## config.mk

```make
export PLATFORM = sky130hd
export DESIGN_NAME = ex_stage
export DESIGN_NICKNAME = d
export VERILOG_FILES = /design/src/rtl/ex_stage_pkg.sv /design/src/rtl/ex_stage_div_iter.sv /design/src/rtl/ex_stage.sv
export SDC_FILE = /design/constraint.sdc
export NUM_CORES = 1
export LEC_CHECK = 0
export ABC_AREA = 1
export CAP_MARGIN = 25
export CORE_MARGIN = 1.5
export CORE_UTILIZATION = 25
export DETAILED_ROUTE_END_ITERATION = 16
export GPL_TIMING_DRIVEN = 0
export SKIP_CTS_REPAIR_TIMING = 1
export SYNTH_ARGS = -nofsm -noshare
export SYNTH_HDL_FRONTEND = slang
export SYNTH_HIERARCHICAL = 1
export SYNTH_SLANG_ARGS = --single-unit
```

## constraint.sdc

```tcl
create_clock -name clk -period 4.72 [get_ports clk]
set_input_delay 0.472 -clock clk [delete_from_list [all_inputs] [get_ports clk]]
set_output_delay 0.472 -clock clk [all_outputs]
set_load 0.005 [all_outputs]
```

## src/rtl/ex_stage_pkg.sv

```systemverilog
// rtl/ex_stage_pkg.sv - bus widths, stall levels, ALU op codes and divider states for the EX stage
package ex_stage_pkg;

    localparam int ID_TO_EX_WD  = 149;
    localparam int EX_TO_MEM_WD = 80;
    localparam int STALL_BUS    = 6;

    localparam logic STOP    = 1'b1;
    localparam logic NO_STOP = 1'b0;

    localparam logic [4:0] OP_NOP   = 5'd0;
    localparam logic [4:0] OP_ADD   = 5'd1;
    localparam logic [4:0] OP_SUB   = 5'd2;
    localparam logic [4:0] OP_SLT   = 5'd3;
    localparam logic [4:0] OP_SLTU  = 5'd4;
    localparam logic [4:0] OP_AND   = 5'd5;
    localparam logic [4:0] OP_OR    = 5'd6;
    localparam logic [4:0] OP_XOR   = 5'd7;
    localparam logic [4:0] OP_NOR   = 5'd8;
    localparam logic [4:0] OP_SLL   = 5'd9;
    localparam logic [4:0] OP_SRL   = 5'd10;
    localparam logic [4:0] OP_SRA   = 5'd11;
    localparam logic [4:0] OP_LUI   = 5'd12;
    localparam logic [4:0] OP_MFHI  = 5'd13;
    localparam logic [4:0] OP_MFLO  = 5'd14;
    localparam logic [4:0] OP_MTHI  = 5'd15;
    localparam logic [4:0] OP_MTLO  = 5'd16;
    localparam logic [4:0] OP_DIV   = 5'd17;
    localparam logic [4:0] OP_DIVU  = 5'd18;
    localparam logic [4:0] OP_MULT  = 5'd19;
    localparam logic [4:0] OP_MULTU = 5'd20;

    typedef enum logic [1:0] {
        DIV_IDLE = 2'd0,
        DIV_BUSY = 2'd1,
        DIV_DONE = 2'd2
    } div_state_t;

    typedef struct packed {
        logic [31:0] pc;
        logic [4:0]  op;
        logic [31:0] src1;
        logic [31:0] src2;
        logic [31:0] st_data;
        logic        mem_en;
        logic [3:0]  mem_wen;
        logic [3:0]  mem_readen;
        logic        sel_rf_res;
        logic        rf_we;
        logic [4:0]  rf_waddr;
    } id_ex_t;

endpackage

```

## src/rtl/ex_stage_div_iter.sv

```systemverilog
// rtl/ex_stage_div_iter.sv - iterative radix-2 restoring divider with sign fix-up
module ex_stage_div_iter
    import ex_stage_pkg::*;
#(
    parameter int DIV_CYCLES = 32
) (
    input  logic        clk,
    input  logic        rst,
    input  logic        start,
    input  logic        signed_op,
    input  logic [31:0] a,
    input  logic [31:0] b,
    output logic        busy,
    output logic        done,
    output logic [31:0] quo,
    output logic [31:0] rem
);

    localparam int CNT_W = $clog2(DIV_CYCLES);

    div_state_t       state;
    logic [CNT_W-1:0] count;
    logic [31:0]      q;
    logic [31:0]      r;
    logic [31:0]      d;
    logic             quo_neg;
    logic             rem_neg;
    logic [32:0]      trial;
    logic [32:0]      diff;

    // r < d holds throughout, so diff[32] set means the trial subtraction underflowed
    always_comb begin
        trial = {r, q[31]};
        diff  = trial - {1'b0, d};
    end

    always_ff @(posedge clk or negedge rst) begin
        if (!rst) begin
            state   <= DIV_IDLE;
            count   <= '0;
            q       <= '0;
            r       <= '0;
            d       <= '0;
            quo_neg <= 1'b0;
            rem_neg <= 1'b0;
        end else begin
            case (state)
                DIV_IDLE: begin
                    if (start) begin
                        count <= '0;
                        r     <= '0;
                        if (b == 32'd0) begin
                            q       <= '0;
                            d       <= '0;
                            quo_neg <= 1'b0;
                            rem_neg <= 1'b0;
                            state   <= DIV_DONE;
                        end else begin
                            q       <= (signed_op && a[31]) ? (~a + 32'd1) : a;
                            d       <= (signed_op && b[31]) ? (~b + 32'd1) : b;
                            quo_neg <= signed_op & (a[31] ^ b[31]);
                            rem_neg <= signed_op & a[31];
                            state   <= DIV_BUSY;
                        end
                    end
                end
                DIV_BUSY: begin
                    if (!diff[32]) begin
                        r <= diff[31:0];
                        q <= {q[30:0], 1'b1};
                    end else begin
                        r <= trial[31:0];
                        q <= {q[30:0], 1'b0};
                    end
                    count <= count + 1'b1;
                    if (count == CNT_W'(DIV_CYCLES - 1)) begin
                        state <= DIV_DONE;
                    end
                end
                DIV_DONE: state <= DIV_IDLE;
                default:  state <= DIV_IDLE;
            endcase
        end
    end

    assign busy = (state == DIV_BUSY);
    assign done = (state == DIV_DONE);
    assign quo  = quo_neg ? (~q + 32'd1) : q;
    assign rem  = rem_neg ? (~r + 32'd1) : r;

endmodule

```

## src/rtl/ex_stage.sv

```systemverilog
// rtl/ex_stage.sv - MIPS execute stage: ALU, SRAM request, HI/LO and divider.
// Optional MULT/MULTU support is enabled by defining EX_MULT_EN.
module ex_stage
    import ex_stage_pkg::*;
#(
    parameter int DIV_CYCLES = 32
) (
    input  logic                    clk,
    input  logic                    rst,
    input  logic [STALL_BUS-1:0]    stall,
    input  logic [ID_TO_EX_WD-1:0]  id_to_ex_bus,
    output logic [EX_TO_MEM_WD-1:0] ex_to_mem_bus,
    output logic [37:0]             ex_to_id,
    output logic                    ex_is_load,
    output logic                    data_sram_en,
    output logic [3:0]              data_sram_wen,
    output logic [31:0]             data_sram_addr,
    output logic [31:0]             data_sram_wdata,
    output logic                    stallreq_for_ex
);

    id_ex_t      ex_q;
    logic        armed;
    logic [31:0] hi;
    logic [31:0] lo;
    logic [31:0] alu_result;
    logic        rf_we_eff;
    logic        is_div;
    logic        is_mult;
    logic        retire;
    logic        div_start;
    logic        div_busy;
    logic        div_done;
    logic [31:0] div_quo;
    logic [31:0] div_rem;
    logic [1:0]  unused_stall;

    assign unused_stall = {^stall[5:4], ^stall[1:0]};
    assign retire       = (stall[2] == NO_STOP);
    assign is_div       = (ex_q.op == OP_DIV) || (ex_q.op == OP_DIVU);
    assign is_mult      = (ex_q.op == OP_MULT) || (ex_q.op == OP_MULTU);

    // armed marks a freshly loaded instruction so a div held by a downstream stall never restarts
    always_ff @(posedge clk or negedge rst) begin
        if (!rst) begin
            ex_q  <= '0;
            armed <= 1'b0;
        end else if (stall[2] == STOP && stall[3] == NO_STOP) begin
            ex_q  <= '0;
            armed <= 1'b0;
        end else if (stall[2] == NO_STOP) begin
            ex_q  <= id_to_ex_bus;
            armed <= 1'b1;
        end else if (div_start) begin
            armed <= 1'b0;
        end
    end

    assign div_start       = armed && is_div && !div_busy && !div_done;
    assign stallreq_for_ex = div_start || div_busy;

    ex_stage_div_iter #(
        .DIV_CYCLES(DIV_CYCLES)
    ) u_div (
        .clk      (clk),
        .rst      (rst),
        .start    (div_start),
        .signed_op(ex_q.op == OP_DIV),
        .a        (ex_q.src1),
        .b        (ex_q.src2),
        .busy     (div_busy),
        .done     (div_done),
        .quo      (div_quo),
        .rem      (div_rem)
    );

    always_comb begin
        alu_result = '0;
        case (ex_q.op)
            OP_ADD:  alu_result = ex_q.src1 + ex_q.src2;
            OP_SUB:  alu_result = ex_q.src1 - ex_q.src2;
            OP_SLT:  alu_result = {31'd0, $signed(ex_q.src1) < $signed(ex_q.src2)};
            OP_SLTU: alu_result = {31'd0, ex_q.src1 < ex_q.src2};
            OP_AND:  alu_result = ex_q.src1 & ex_q.src2;
            OP_OR:   alu_result = ex_q.src1 | ex_q.src2;
            OP_XOR:  alu_result = ex_q.src1 ^ ex_q.src2;
            OP_NOR:  alu_result = ~(ex_q.src1 | ex_q.src2);
            OP_SLL:  alu_result = ex_q.src2 << ex_q.src1[4:0];
            OP_SRL:  alu_result = ex_q.src2 >> ex_q.src1[4:0];
            OP_SRA:  alu_result = $unsigned($signed(ex_q.src2) >>> ex_q.src1[4:0]);
            OP_LUI:  alu_result = {ex_q.src2[15:0], 16'd0};
            OP_MFHI: alu_result = hi;
            OP_MFLO: alu_result = lo;
            default: alu_result = '0;
        endcase
    end

`ifdef EX_MULT_EN
    logic [63:0] prod;

    always_comb begin
        if (ex_q.op == OP_MULT) begin
            prod = {{32{ex_q.src1[31]}}, ex_q.src1} * {{32{ex_q.src2[31]}}, ex_q.src2};
        end else begin
            prod = {32'd0, ex_q.src1} * {32'd0, ex_q.src2};
        end
    end

    assign rf_we_eff = ex_q.rf_we;
`else
    assign rf_we_eff = ex_q.rf_we & ~is_mult;
`endif

    // MT*/MULT write at retirement, so a following MF* in EX already sees the new value
    always_ff @(posedge clk or negedge rst) begin
        if (!rst) begin
            hi <= '0;
            lo <= '0;
        end else if (div_done) begin
            hi <= div_rem;
            lo <= div_quo;
        end else if (retire) begin
            if (ex_q.op == OP_MTHI) begin
                hi <= ex_q.src1;
            end else if (ex_q.op == OP_MTLO) begin
                lo <= ex_q.src1;
`ifdef EX_MULT_EN
            end else if (is_mult) begin
                {hi, lo} <= prod;
`endif
            end
        end
    end

    always_comb begin
        case (ex_q.mem_wen)
            4'b0001, 4'b0010, 4'b0100, 4'b1000: data_sram_wdata = {4{ex_q.st_data[7:0]}};
            4'b0011, 4'b1100:                   data_sram_wdata = {2{ex_q.st_data[15:0]}};
            default:                            data_sram_wdata = ex_q.st_data;
        endcase
    end

    assign data_sram_en   = ex_q.mem_en;
    assign data_sram_wen  = ex_q.mem_wen;
    assign data_sram_addr = ex_q.src1 + ex_q.src2;
    assign ex_is_load     = ex_q.sel_rf_res;
    assign ex_to_id       = {rf_we_eff, ex_q.rf_waddr, alu_result};
    assign ex_to_mem_bus  = {ex_q.mem_readen, ex_q.pc, ex_q.mem_en, ex_q.mem_wen,
                             ex_q.sel_rf_res, rf_we_eff, ex_q.rf_waddr, alu_result};

endmodule

```

=== Word-level counts from Yosys, hierarchy flattened ===
Index checks and enable logic that the tools add are counted.

* Reduce and logical (&&, ||, !) cells: 23
* Order comparisons: 2
* Muxes and demuxes: 34
* Add/sub/neg operators: 8
* Bitwise logic cells: 14
* Shift-type cells: 3
* Equal/unequal tests: 35

{| class="wikitable"
|+ Operators with widths
! kind !! number
|-
| two-way mux 32 bit || 16
|-
| one-hot mux 32 bit (14 select lines) || 1
|-
| two-way mux 149 bit || 2
|-
| one-hot mux 32 bit (2 select lines) || 3
|-
| NOT 32 bit || 5
|-
| adder 32 x 1 -> 32 bit (second input constant) || 4
|-
| less-than comparator 32 bit || 2
|-
| equality test 5 x 4 -> 1 bit (second input constant) || 8
|-
| subtractor 33 x 32 -> 33 bit || 1
|-
| adder 32 bit || 1
|-
| AND 32 bit || 1
|-
| zero test 32 bit || 1
|-
| OR 32 bit || 1
|-
| left shift 32 x 5 -> 32 bit || 1
|-
| right shift 32 x 5 -> 32 bit || 1
|-
| >>> shifter 32 x 5 -> 32 bit || 1
|-
| subtractor 32 bit || 1
|-
| XOR 32 bit || 1
|-
| equality test 5 bit (second input constant) || 6
|-
| equality test 5 x 3 -> 1 bit (second input constant) || 4
|-
| equality test 5 x 2 -> 1 bit (second input constant) || 2
|-
| one-hot mux 5 bit (2 select lines) || 1
|-
| equality test 4 x 2 -> 1 bit (second input constant) || 2
|-
| equality test 4 bit (second input constant) || 2
|-
| 25 further kinds || 51
|}

* Register bits: 319
* Input bits: 157
* Output and inout port bits: 189
* Logic and storage cells: 140

=== Longest topological paths before layout ===
* Depth in word-level cells: 8
* Depth in mapped cells: 21
* Mapped depth without buffers: 17

=== Hierarchy ===
Netlist, hierarchy kept.

{| class="wikitable"
|+ By module, submodules not included
! module !! instances !! seq. area each (um^2) !! cells an instance !! area an instance (um^2)
|-
| ex_stage || 1 || 5355.1 || 3440 || 20450.9
|-
| ex_stage_div_iter || 1 || 2627.5 || 1699 || 10724.0
|}

=== Least setup slack after synthesis ===
Ideal clock, no wire load.

* Kind: register to output
* Start: reg ex_q[84] (netlist name)
* End: out ex_to_mem_bus[0]
* Required time: 4248 ps
* Path buffers: 5
* Cell stages (with the launch flop): 20
* Path slack: 1494 ps
* Arrival: 2754 ps
* Cell sequence: dfrtp_1 buf_2 inv_1 clkbuf_1 buf_1 ha_1 clkbuf_1 nor2_1 nand2_1 inv_1 nand2_1 nand2_1 nand2_1 nand2_1 nand2_1 nand2_1 nor2_1 nor2_1 nand2_1 buf_4

* Cells in the longest elaborated chain, start to end: 2
* Elaborated cells on any way between the ends: 6
* Classes of those cells: order compare (2); shift (3); mux (1)

{| class="wikitable"
|+ RTL lines
! what !! line !! text
|-
| start, declared || ex_stage.sv:22 || <nowiki>id_ex_t ex_q;</nowiki>
|-
| start signal, assigned || ex_stage.sv:52 || <nowiki>ex_q <= id_to_ex_bus;</nowiki>
|-
| less-than comparator 32 bit, or another cell as far along || ex_stage.sv:83 || <nowiki>OP_SLTU: alu_result = {31'd0, ex_q.src1 < ex_q.src2};</nowiki>
|-
| one-hot mux 32 bit (14 select lines) * || ex_stage.sv:79 || <nowiki>case (ex_q.op)</nowiki>
|-
| end, declared || ex_stage.sv:12 || <nowiki>output logic [EX_TO_MEM_WD-1:0] ex_to_mem_bus,</nowiki>
|}

Mark *: on every way between the ends. The rest lies on a longest branch, timed or not.

=== Final worst setup path ===
* Start: reg ex_q[116] (netlist name)
* End: out ex_to_mem_bus[31]

* Cells in the longest elaborated chain, start to end: 2
* Elaborated cells on any way between the ends: 15
* Classes of those cells: eq/ne (14); mux (1)

{| class="wikitable"
|+ RTL lines
! what !! line
|-
| equality test 5 x 4 -> 1 bit, or another cell as far along || ex_stage.sv:79
|-
| one-hot mux 32 bit (14 select lines) * || ex_stage.sv:79
|}

Marked as above.

==> out/metrics.yaml <==
status: "finished with violations"
failed_checks: "hold timing, setup timing"
grt_antenna_before_repair: 6
wl_met2_um: 72770
track_usage_pct: 25.65
ys_ff_latch: 319
fillers: 14041
final.setup.tns_ns: -0.1045
syn_area_um2: 31170
drive_above_1_share_pct: 8.012
layout.nets: 5811
tritoncts: "built"
yosys_warnings: 6
clockBufferDepth: 3
async_flop_share_pct: 100.0
worst_slew_pin_slew_ns: 1.039
period_needed_ns: 4.800
dieWidth_um: 356.1
syn_inst: 5139
worst-setup-path-type: "flip-flop to primary output"
maxSlewHeadroom_pct: 30.49
clock_insertion_delay_worst_skew_ns: 0.57
skew_ns: 0.02097
rows: 129
numCtsBuffers: 39
path_max_fanout: 10
fmax_ghz: 0.2083
place_ws_ns: -0.5785
drc: 0
routed_wirelength_um: 168400
dp_hpwl_um: 138600
cp_data_arrival_time_ns: 4.33
coreArea_um2: 123600
die_h_um: 356.1
wl_per_cell_um: 23.44
detail_route.vias_per_cell: 5.085
syn_avg_cell_area_um2: 6.066
h-tree-depth: 2
setup_viol: 2
vias: 36516
ys_types: 55
powerDensity_nw_per_um2: 451.5
period_share_pct: 101.7
cellLeakagePower_nw: 19.14
rsz0062_at_grt: "yes"
drtIter0Drc: 4346
io_pins: 346
cts_root_buf: "clkbuf_16"
grt_pass1_wl_um: 238600
maxCapViolCount: 0
ant_nets: 0
io_buffers: 340
grt_max_degree: 114
clkTransAtPathRegs_ns: 0.06
wl_met1_um: 72080
post_dp_cell_area_um2: 36690
areaGrowthSynthToFinish_pct: 22.70
die_area_um2: 126800
place_congestion: 1.018
finalHoldViolCount: 33
slew_viol_final: 0
hold_path.class: "primary input to asynchronous set/reset pin"
overflow: 0
cp.required_ns: 4.25
drtPass1Iterations: 9
setup_ws_ns: -0.07969
synth_edf_count: 0
top_layer: "met5"
routed-wl-met3_um: 16290
final_cell_area_um2: 38250
p_total_mw: 17.27
ys_seq_area_share_pct: 25.61
clock-sinks: 319
whs_ns: -0.05492
setup.worst_path.end_class: "primary output"
ir_drop_v: 0.0002807
crit_path_start_kind: "flip-flop"
synthFlopType: "dfrtp_1"
syn_nets: 5436
start_util_pct: 25.22
grt_pass1_vias: 34123
## routing by layer
layer	global-route usage, %	vias up
met4	9.336	4
met1	34.69	17210
met2	40.00	1955
li1	-	17007
met3	5.499	340
met5	0	-
## sequential cells by signal, indices dropped and copies added (netlist names)
signal	count
hi	32
ex_to_id	5
u_div/q	32
u_div/count	5
u_div/r	32
u_div/quo_neg	1
ex_to_mem_bus	36
u_div/state	2
lo	32
ex_q	102
data_sram_en	1
data_sram_wen	4
armed	1
u_div/rem_neg	1
u_div/d	32
ex_is_load	1
## worst max-delay path: stages (launching register included)
cell	delay, ns
dfrtp_1	0.48
inv_2	0.22
nand3_2	0.25
nor2_1	0.41
nand2_1	0.22
inv_1	0.28
buf_2	0.40
nand3_1	0.33
nand2_1	0.20
nor2_1	0.16
nand3_1	0.18
buf_4	0.12
clkdlybuf4s50_1	0.48
## cell usage in the layout (no fill, tap or decap), types with 27 or more instances in the layout
master and n:
a21oi_1 154, a22oi_1 27, and2_1 31, buf_2 41, buf_4 119, clkbuf_1 117
clkbuf_16 39, clkdlybuf4s50_1 339, dfrtp_1 287, dfrtp_2 30, ha_1 131, inv_1 611
nand2_1 1699, nand2_2 57, nand3_1 559, nand3_2 32, nand4_1 39, nor2_1 425
nor3_1 49, o21ai_0 347, xor2_1 102
## cells in the mapped netlist, types with 4 or more instances
library cell	n	area share, %
nor3_1	50	0.80
nor2_1	432	5.2
nand2_4	6	0.22
nand4_1	39	0.78
xnor2_1	24	0.67
nor4_1	8	0.16
or2_2	7	0.14
o31ai_1	4	0.096
o21bai_1	13	0.31
nand2_1	1707	21
o211ai_1	24	0.58
nand3_2	24	0.77
nand3_1	568	9.1
xor2_1	102	2.9
o21ai_0	349	5.6
inv_1	611	7.4
and2_1	31	0.62
o21ai_1	14	0.22
buf_4	107	2.6
buf_1	20	0.24
dfrtp_1	319	26
nand3b_1	16	0.39
buf_6	4	0.14
a31oi_1	6	0.12
inv_2	14	0.17
a22o_1	6	0.17
a21oi_1	157	2.5
ha_1	137	5.5
o22ai_1	26	0.52
clkinv_1	4	0.048
clkbuf_1	127	1.5
nor2_4	7	0.25
o2111ai_1	4	0.11
buf_2	49	0.79
nor2_2	13	0.26
nand2_2	50	1.0
a22oi_1	27	0.65
## cells by family (layout without fill, tap and decap cells)
family / after synthesis / in the layout / share of synthesized area, %
XOR/XNOR: 126 / 126 / 3.540
buffers and inverters: 939 / 1342 / 13.04
other: 0 / 2 / 0
AO/OA/AOI/OAI: 645 / 645 / 11.38
flip-flops: 319 / 319 / 25.61
AND/OR/NAND/NOR: 2970 / 2970 / 40.74
adder cells (fa/ha/maj): 140 / 140 / 5.691
## path summary, 6_finish.rpt
| check | startpoint | to | slack (ns) | cells after the start |
|---|---|---|---|---|
| worst max-delay path | ex_q[116]$_DFFE_PN0P_ | ex_to_mem_bus[31] | -0.08 | 12 |
| worst min-delay path | rst | ex_to_mem_bus[70]$_DFFE_PN0P_ | -0.05 | 1 |
| worst max register to register | u_div/state[0]$_DFFE_PN0P_ | u_div/q[22]$_DFFE_PN0P_ | 1.06 | 10 |
| worst min register to register | u_div/d[25]$_DFFE_PN0P_ | u_div/d[25]$_DFFE_PN0P_ | 0.49 | 2 |
| max in group asynchronous | rst | ex_q[51]$_DFFE_PN0P_ | 3.16 | 3 |
| min in group clk | id_to_ex_bus[117] | ex_to_mem_bus[44]$_DFFE_PN0P_ | 0.43 | 3 |
## power by group
part	switching [mW]	internal (mW)	leakage, nW	total, mW
combinational	6.39	3.45	14.4	9.84
clock	1.30	1.91	0.647	3.21
sequential	0.828	3.39	4.06	4.22
## layout make-up
cell class	instances	area [um^2]	share of cell area [%]
diodes	2	5.005	0.01308
plain buffers	296	1702	4.448
clock buffers	55	1106	2.891
clock inverters	14	211.5	0.5528
inverters	629	2361	6.172
multi-input cells	3881	19280	50.41
flip-flops and latches	319	8028	20.99
well taps	1637	2048	5.354
repair buffers	348	3508	9.171
## per-stage QoR
step,instances,util [%]
floorplan,5139,-
global placement,7116,29.62
detailed placement,7118,29.67
CTS,7187,30.74
global route,7179,30.94
finish,7181,30.94
Note: power is estimated with default switching activity, not from simulation.
